[config.mk]
export PLATFORM = sky130hd
export DESIGN_NAME = camera_ctrl_fsm
export DESIGN_NICKNAME = d
export VERILOG_FILES = /design/src/rtl/camera_ctrl_pkg.sv /design/src/rtl/camera_ctrl_fsm_exp_down_counter.sv /design/src/rtl/camera_ctrl_fsm.sv
export SDC_FILE = /design/constraint.sdc
export NUM_CORES = 1
export LEC_CHECK = 0
export BUFFER_PORTS_ARGS = -buffer_cell sky130_fd_sc_hd__buf_2
export CORE_MARGIN = 8
export CORE_UTILIZATION = 55
export DETAILED_ROUTE_END_ITERATION = 6
export PLACE_DENSITY = 0.74
export SLEW_MARGIN = 20
export SYNTH_ARGS = -nofsm -noshare
export SYNTH_HDL_FRONTEND = slang
export SYNTH_SLANG_ARGS = --single-unit
[constraint.sdc]
create_clock -name clk -period 4.2 [get_ports clk]
set_clock_uncertainty 0.05 [all_clocks]
set_input_delay 1.05 -clock clk [delete_from_list [all_inputs] [get_ports clk]]
set_output_delay 1.05 -clock clk [all_outputs]
set_load 0.005 [all_outputs]
[src/rtl/camera_ctrl_pkg.sv]
// Shared types and constants for the camera frame sequencer.
// Frame counter option is enabled in the top by CAMERA_CTRL_FRAME_CNT_EN.
package camera_ctrl_pkg;

  typedef enum logic [1:0] {
    ST_IDLE    = 2'd0,
    ST_EXPOSE  = 2'd1,
    ST_READOUT = 2'd2
  } state_t;

  localparam int RD_STEPS = 8;

  localparam logic [2:0] RD_NRE1_ON  = 3'd0;
  localparam logic [2:0] RD_NRE1_ADC = 3'd1;
  localparam logic [2:0] RD_NRE1_OFF = 3'd2;
  localparam logic [2:0] RD_GAP1     = 3'd3;
  localparam logic [2:0] RD_NRE2_ON  = 3'd4;
  localparam logic [2:0] RD_NRE2_ADC = 3'd5;
  localparam logic [2:0] RD_NRE2_OFF = 3'd6;
  localparam logic [2:0] RD_GAP2     = 3'd7;
  localparam logic [2:0] RD_LAST     = 3'(RD_STEPS - 1);

  localparam int EXP_MIN_DEF     = 2;
  localparam int EXP_MAX_DEF     = 30;
  localparam int EXP_DEFAULT_DEF = 10;

  typedef struct packed {
    logic nre_1;
    logic nre_2;
    logic adc;
  } rd_out_t;

  // Row-select/ADC pattern for one readout step; rows never overlap.
  function automatic rd_out_t rd_decode(input logic active, input logic [2:0] step);
    rd_out_t o;
    o = '{nre_1: 1'b1, nre_2: 1'b1, adc: 1'b0};
    if (active) begin
      case (step)
        RD_NRE1_ON:  o = '{nre_1: 1'b0, nre_2: 1'b1, adc: 1'b0};
        RD_NRE1_ADC: o = '{nre_1: 1'b0, nre_2: 1'b1, adc: 1'b1};
        RD_NRE1_OFF: o = '{nre_1: 1'b0, nre_2: 1'b1, adc: 1'b0};
        RD_GAP1:     o = '{nre_1: 1'b1, nre_2: 1'b1, adc: 1'b0};
        RD_NRE2_ON:  o = '{nre_1: 1'b1, nre_2: 1'b0, adc: 1'b0};
        RD_NRE2_ADC: o = '{nre_1: 1'b1, nre_2: 1'b0, adc: 1'b1};
        RD_NRE2_OFF: o = '{nre_1: 1'b1, nre_2: 1'b0, adc: 1'b0};
        RD_GAP2:     o = '{nre_1: 1'b1, nre_2: 1'b1, adc: 1'b0};
        default:     o = '{nre_1: 1'b1, nre_2: 1'b1, adc: 1'b0};
      endcase
    end else begin
      o = '{nre_1: 1'b1, nre_2: 1'b1, adc: 1'b0};
    end
    return o;
  endfunction

endpackage

[src/rtl/camera_ctrl_fsm_exp_down_counter.sv]
// Exposure down-counter: loads the exposure length, counts down to 1.
// done flags the final exposure cycle.
module exp_down_counter #(
  parameter int W = 5
) (
  input  logic         clk,
  input  logic         reset,
  input  logic         load,
  input  logic         enable,
  input  logic [W-1:0] load_value,
  output logic [W-1:0] count,
  output logic         done
);

  localparam logic [W-1:0] ZERO = {W{1'b0}};
  localparam logic [W-1:0] ONE  = {{(W-1){1'b0}}, 1'b1};

  logic [W-1:0] count_r;

  // Load has priority over decrement; never wraps below zero.
  always_ff @(posedge clk or posedge reset) begin
    if (reset) begin
      count_r <= ZERO;
    end else if (load) begin
      count_r <= load_value;
    end else if (enable && (count_r != ZERO)) begin
      count_r <= count_r - ONE;
    end else begin
      count_r <= count_r;
    end
  end

  assign count = count_r;
  assign done  = (count_r == ONE);

endmodule

[src/rtl/camera_ctrl_fsm.sv]
// Camera frame sequencer: erase, timed exposure, two-row ADC readout.
// Optional frame_cnt output enabled by macro CAMERA_CTRL_FRAME_CNT_EN.
module camera_ctrl_fsm
  import camera_ctrl_pkg::*;
#(
  parameter int EXP_W       = 5,
  parameter int EXP_MIN     = EXP_MIN_DEF,
  parameter int EXP_MAX     = EXP_MAX_DEF,
  parameter int EXP_DEFAULT = EXP_DEFAULT_DEF
) (
  input  logic             clk,
  input  logic             reset,
  input  logic             init,
  input  logic             exp_increase,
  input  logic             exp_decrease,
  output logic             erase,
  output logic             expose,
  output logic             nre_1,
  output logic             nre_2,
  output logic             adc,
  output logic [EXP_W-1:0] exp_time,
`ifdef CAMERA_CTRL_FRAME_CNT_EN
  output logic [7:0]       frame_cnt,
`endif
  output logic             busy
);

  localparam logic [EXP_W-1:0] EXP_MIN_V     = EXP_W'(EXP_MIN);
  localparam logic [EXP_W-1:0] EXP_MAX_V     = EXP_W'(EXP_MAX);
  localparam logic [EXP_W-1:0] EXP_DEFAULT_V = EXP_W'(EXP_DEFAULT);
  localparam logic [EXP_W-1:0] EXP_ONE       = {{(EXP_W-1){1'b0}}, 1'b1};
  localparam logic [EXP_W-1:0] EXP_ZERO      = {EXP_W{1'b0}};

  state_t           state_r, state_s;
  logic [2:0]       rd_step_r, rd_step_s;
  logic [EXP_W-1:0] exp_time_r, exp_time_s;
  logic             inc_d_r, dec_d_r;
  logic             inc_rise_s, dec_rise_s;
  logic             cnt_load_s, cnt_en_s, cnt_done_s;
  logic [EXP_W-1:0] cnt_val_s;
  rd_out_t          rd_o_s;

  exp_down_counter #(.W(EXP_W)) u_exp_cnt (
    .clk        (clk),
    .reset      (reset),
    .load       (cnt_load_s),
    .enable     (cnt_en_s),
    .load_value (exp_time_r),
    .count      (cnt_val_s),
    .done       (cnt_done_s)
  );

  assign inc_rise_s = exp_increase & ~inc_d_r;
  assign dec_rise_s = exp_decrease & ~dec_d_r;

  // Next-state, readout step and exposure setting.
  always_comb begin
    state_s    = state_r;
    rd_step_s  = rd_step_r;
    exp_time_s = exp_time_r;
    cnt_load_s = 1'b0;
    cnt_en_s   = 1'b0;
    case (state_r)
      ST_IDLE: begin
        rd_step_s = 3'd0;
        if (inc_rise_s && !dec_rise_s) begin
          if (exp_time_r < EXP_MAX_V) exp_time_s = exp_time_r + EXP_ONE;
          else                        exp_time_s = EXP_MAX_V;
        end else if (dec_rise_s && !inc_rise_s) begin
          if (exp_time_r > EXP_MIN_V) exp_time_s = exp_time_r - EXP_ONE;
          else                        exp_time_s = EXP_MIN_V;
        end else begin
          exp_time_s = exp_time_r;
        end
        // Counter takes the pre-update setting when init coincides with a step.
        if (init) begin
          state_s    = ST_EXPOSE;
          cnt_load_s = 1'b1;
        end else begin
          state_s = ST_IDLE;
        end
      end
      ST_EXPOSE: begin
        if (cnt_val_s == EXP_ZERO) begin
          state_s = ST_IDLE;
        end else if (cnt_done_s) begin
          state_s   = ST_READOUT;
          rd_step_s = 3'd0;
        end else begin
          cnt_en_s = 1'b1;
        end
      end
      ST_READOUT: begin
        if (rd_step_r == RD_LAST) begin
          state_s   = ST_IDLE;
          rd_step_s = 3'd0;
        end else begin
          rd_step_s = rd_step_r + 3'd1;
        end
      end
      default: begin
        state_s   = ST_IDLE;
        rd_step_s = 3'd0;
      end
    endcase
  end

  assign rd_o_s = rd_decode(state_s == ST_READOUT, rd_step_s);

  // State, exposure setting and input edge history.
  always_ff @(posedge clk or posedge reset) begin
    if (reset) begin
      state_r    <= ST_IDLE;
      rd_step_r  <= 3'd0;
      exp_time_r <= EXP_DEFAULT_V;
      inc_d_r    <= 1'b0;
      dec_d_r    <= 1'b0;
    end else begin
      state_r    <= state_s;
      rd_step_r  <= rd_step_s;
      exp_time_r <= exp_time_s;
      inc_d_r    <= exp_increase;
      dec_d_r    <= exp_decrease;
    end
  end

  // Array control lines registered from the next state.
  always_ff @(posedge clk or posedge reset) begin
    if (reset) begin
      erase  <= 1'b1;
      expose <= 1'b0;
      nre_1  <= 1'b1;
      nre_2  <= 1'b1;
      adc    <= 1'b0;
      busy   <= 1'b0;
    end else begin
      erase  <= (state_s == ST_IDLE);
      expose <= (state_s == ST_EXPOSE);
      nre_1  <= rd_o_s.nre_1;
      nre_2  <= rd_o_s.nre_2;
      adc    <= rd_o_s.adc;
      busy   <= (state_s != ST_IDLE);
    end
  end

  assign exp_time = exp_time_r;

`ifdef CAMERA_CTRL_FRAME_CNT_EN
  logic [7:0] frame_cnt_r;

  // Completed-frame counter, wraps naturally at 8 bits.
  always_ff @(posedge clk or posedge reset) begin
    if (reset) begin
      frame_cnt_r <= 8'd0;
    end else if ((state_r == ST_READOUT) && (rd_step_r == RD_LAST)) begin
      frame_cnt_r <= frame_cnt_r + 8'd1;
    end else begin
      frame_cnt_r <= frame_cnt_r;
    end
  end

  assign frame_cnt = frame_cnt_r;
`endif

endmodule

==> results.cfg <==
[place]
place.port_buffers = 15
place_hpwl_um = 2240
place_inst = 188
dpl_worst_slack_ns = 1.66
gp_congestion = 0.891

[drt]
dr.pass1.iters = 4
drtAntennaViolNets = 0
drcViolationCount = 0
avgRoutedWirePerCell_um = 15.6
drt_iter0_markers = 75
totalWireLength_um = 2990
vias = 1172
viasPerCell = 6.10

[global_routing]
grt_overflow_total = 0
grt_max_degree = 24
grt_use_total_pct = 15.5
grt_pass1_vias = 1240
antenna_found_initial = 0
grt_pass1_wl_um = 5510

[cts]
cts_tree = done
clock-sinks = 23
cts_buffer_depth = 2
clk_pin_slew_ns = 0.13
cts.repair.resized = 0
cts_hold_buf = 0
htreeDepth = 1
cts_root_buffer = clkbuf_4
post_cts_buffers = 0
cts_buffers = 3
insertion_delay_ns = 0.31

[floorplanning]
row_count = 18
fp.coreArea_um2 = 2450
die_area_um2 = 4430
num_io_pins = 16
die_h_um = 66.6
initial_core_util_pct = 57.3
die_w_um = 66.6

[yosys]
synth_warnings = 0
ys_ff_latch = 23
async_flop_share_pct = 100
synth_edf_count = 0
syn_avg_cell_area_um2 = 9.38
yosysSeqAreaShare_pct = 41.3
synth_ff_type = dfrtp_1
syn_inst = 150
post_synth_num_cell_types = 44
syn-num-nets = 167
yosysTopAreaCell = dfrtp_1
synth_area_um2 = 1410
synth_top_area_share_pct = 32.0
ys_top_cells_by_area = dfrtp_1, ha_1, dfstp_2, a21oi_1, o21ai_0

[setup_path]
worstSetupEndpointType = register
slowest_stage = a2111oi_0
critPathMaxStageDelay_ns = 0.47
crit_type = in -> reg
r2r_setup_slack_ns = 2.02
critPathLaunchType = input pin
worstPathRequired_ns = 4.34
reg2reg_to = adc$_DFF_PP0_
ff2ff_path_depth = 7
crit-reg2reg-launch = state_r[1]$_DFF_PP0_
critPathArrivalTime_ns = 2.40
path_cells = buf_2 > nor2b_1 > ha_1 > nand2b_1 > a2111oi_0 > nor3_1
crit_fanout = 11

[timing]
max_freq_mhz = 443
setup_viol = 0
slew_headroom_pct = 43.5
setup_ws_ns = 1.94
tns_ns = 0
hold_ws_ns = 0.538
tightest_slew_ns = 0.846
finalCritPeriodShare_pct = 53.8
slew_violations = 0
rsz0062_at_grt = false
period_needed_ns = 2.26
hold_viol = 0

[finish]
layout_commonest_cell = dfrtp_1
postLayoutCoreUtil_pct = 62.0
finalNetCount = 180
syn2layout_area_growth_pct = 8.18
layout.cells.non_filler = 192
final_cell_mix = dfrtp_1, buf_2, ha_1
antennaDiodeCount = 0
drive_gt1_share_pct = 20.4

[power_and_ir_drop]
p_per_area_nw_per_um2 = 630
ir_drop_mv = 0.408
power.leakage_nw = 0.660

[hold_path]
hold_end = u_exp_cnt.count[1]$_DFFE_PP0P_
hold_start = u_exp_cnt.count[1]$_DFFE_PP0P_
min_path_type = reg -> reg
worstHoldPathCells = 2

[flow_run]
cap_viol_max_count = 0

[run_status]
status = completed
cell families (layout without fill, tap and decap cells):
family	after synthesis	in the layout	share of synthesized area [%]
xor gates and xnor gates	2	2	1.24
adders and majority gates	12	12	10.7
DFF	23	23	41.3
AOI/OAI and AO/OA	37	37	16.8
buffers and inverters	18	30	4.89
and+or+nand+nor	58	58	25.1
power breakdown:
group / internal [W] / switching (W) / total [W]
combinational: 0.000196 / 0.000247 / 0.000443
sequential: 0.000302 / 0.000109 / 0.000410
clock: 0.0000363 / 0.0000705 / 0.000107
total: 0.000534 / 0.000426 / 0.000960
critical path: cells and delay by family:
kind	cells	cell delay, ns
AND/OR/NAND/NOR	3	0.51
AO/OA/AOI/OAI	1	0.47
adder cells (fa/ha/maj)	1	0.27
buffers and inverters	1	0.10
how the worst max path moves through the flow:
stage | endpoint | startpoint | slack [ns]
detailed placement | exp_time[4]$_DFFE_PP0P_ | exp_increase | 1.66
global route | exp_time[4]$_DFFE_PP0P_ | exp_increase | 1.77
global placement | exp_time[4]$_DFFE_PP0P_ | exp_increase | 1.79
finish | exp_time[4]$_DFFE_PP0P_ | exp_increase | 1.94
floorplan | exp_time[4]$_DFFE_PP0P_ | exp_increase | 1.92
CTS | exp_time[2] | exp_time[2]$_DFFE_PP0P_ | 1.95
cell usage after synthesis (all sizes together) (2+ instances only):
cell     instances
a2111oi          2
a211oi           2
a21oi           10
and2             2
clkbuf           6
dfrtp           18
dfstp            5
ha              12
inv             11
nand2            9
nand2b           2
nand3            6
nand4            4
nand4b           2
nor2            11
nor2b            2
nor3             5
nor4             2
nor4b            3
o21a             3
o21ai           10
or3              3
or3b             2
xnor2            2
layer usage:
layer  GRT usage (%)  wire length (um)  vias to the layer above
met5               0                 0                        -
met4            5.87                42                        0
met3            4.03               208                        6
met2            25.8              1430                       32
met1            18.5              1320                      560
li1                -                 -                      574
cell type report:
cell class	instances	area (um2)
Multi-Input combinational cell	109	757
Fill cell	220	932
Clock inverter	1	7.51
Tap cell	30	37.5
Inverter	11	41.3
Clock buffer	3	22.5
Timing Repair Buffer	15	75.1
Sequential cell	23	582
sequential cells by signal, indices dropped and copies added (netlist names):
name             cells
state_r              2
dec_d_r              1
u_exp_cnt.count      5
inc_d_r              1
expose               1
busy                 1
erase                1
rd_step_r            3
exp_time             5
adc                  1
nre_1                1
nre_2                1
stage by stage:
step / instance area [um2] / power, W
2_1_floorplan: 1410 / 0.000723
3_3_place_gp: 1490 / 0.000829
3_5_place_dp: 1490 / 0.000854
4_1_cts: 1520 / 0.000965
5_1_grt: 1520 / 0.00105
6_report: 1520 / 0.000960
No activity file was read; power rests on OpenSTA's default activity.
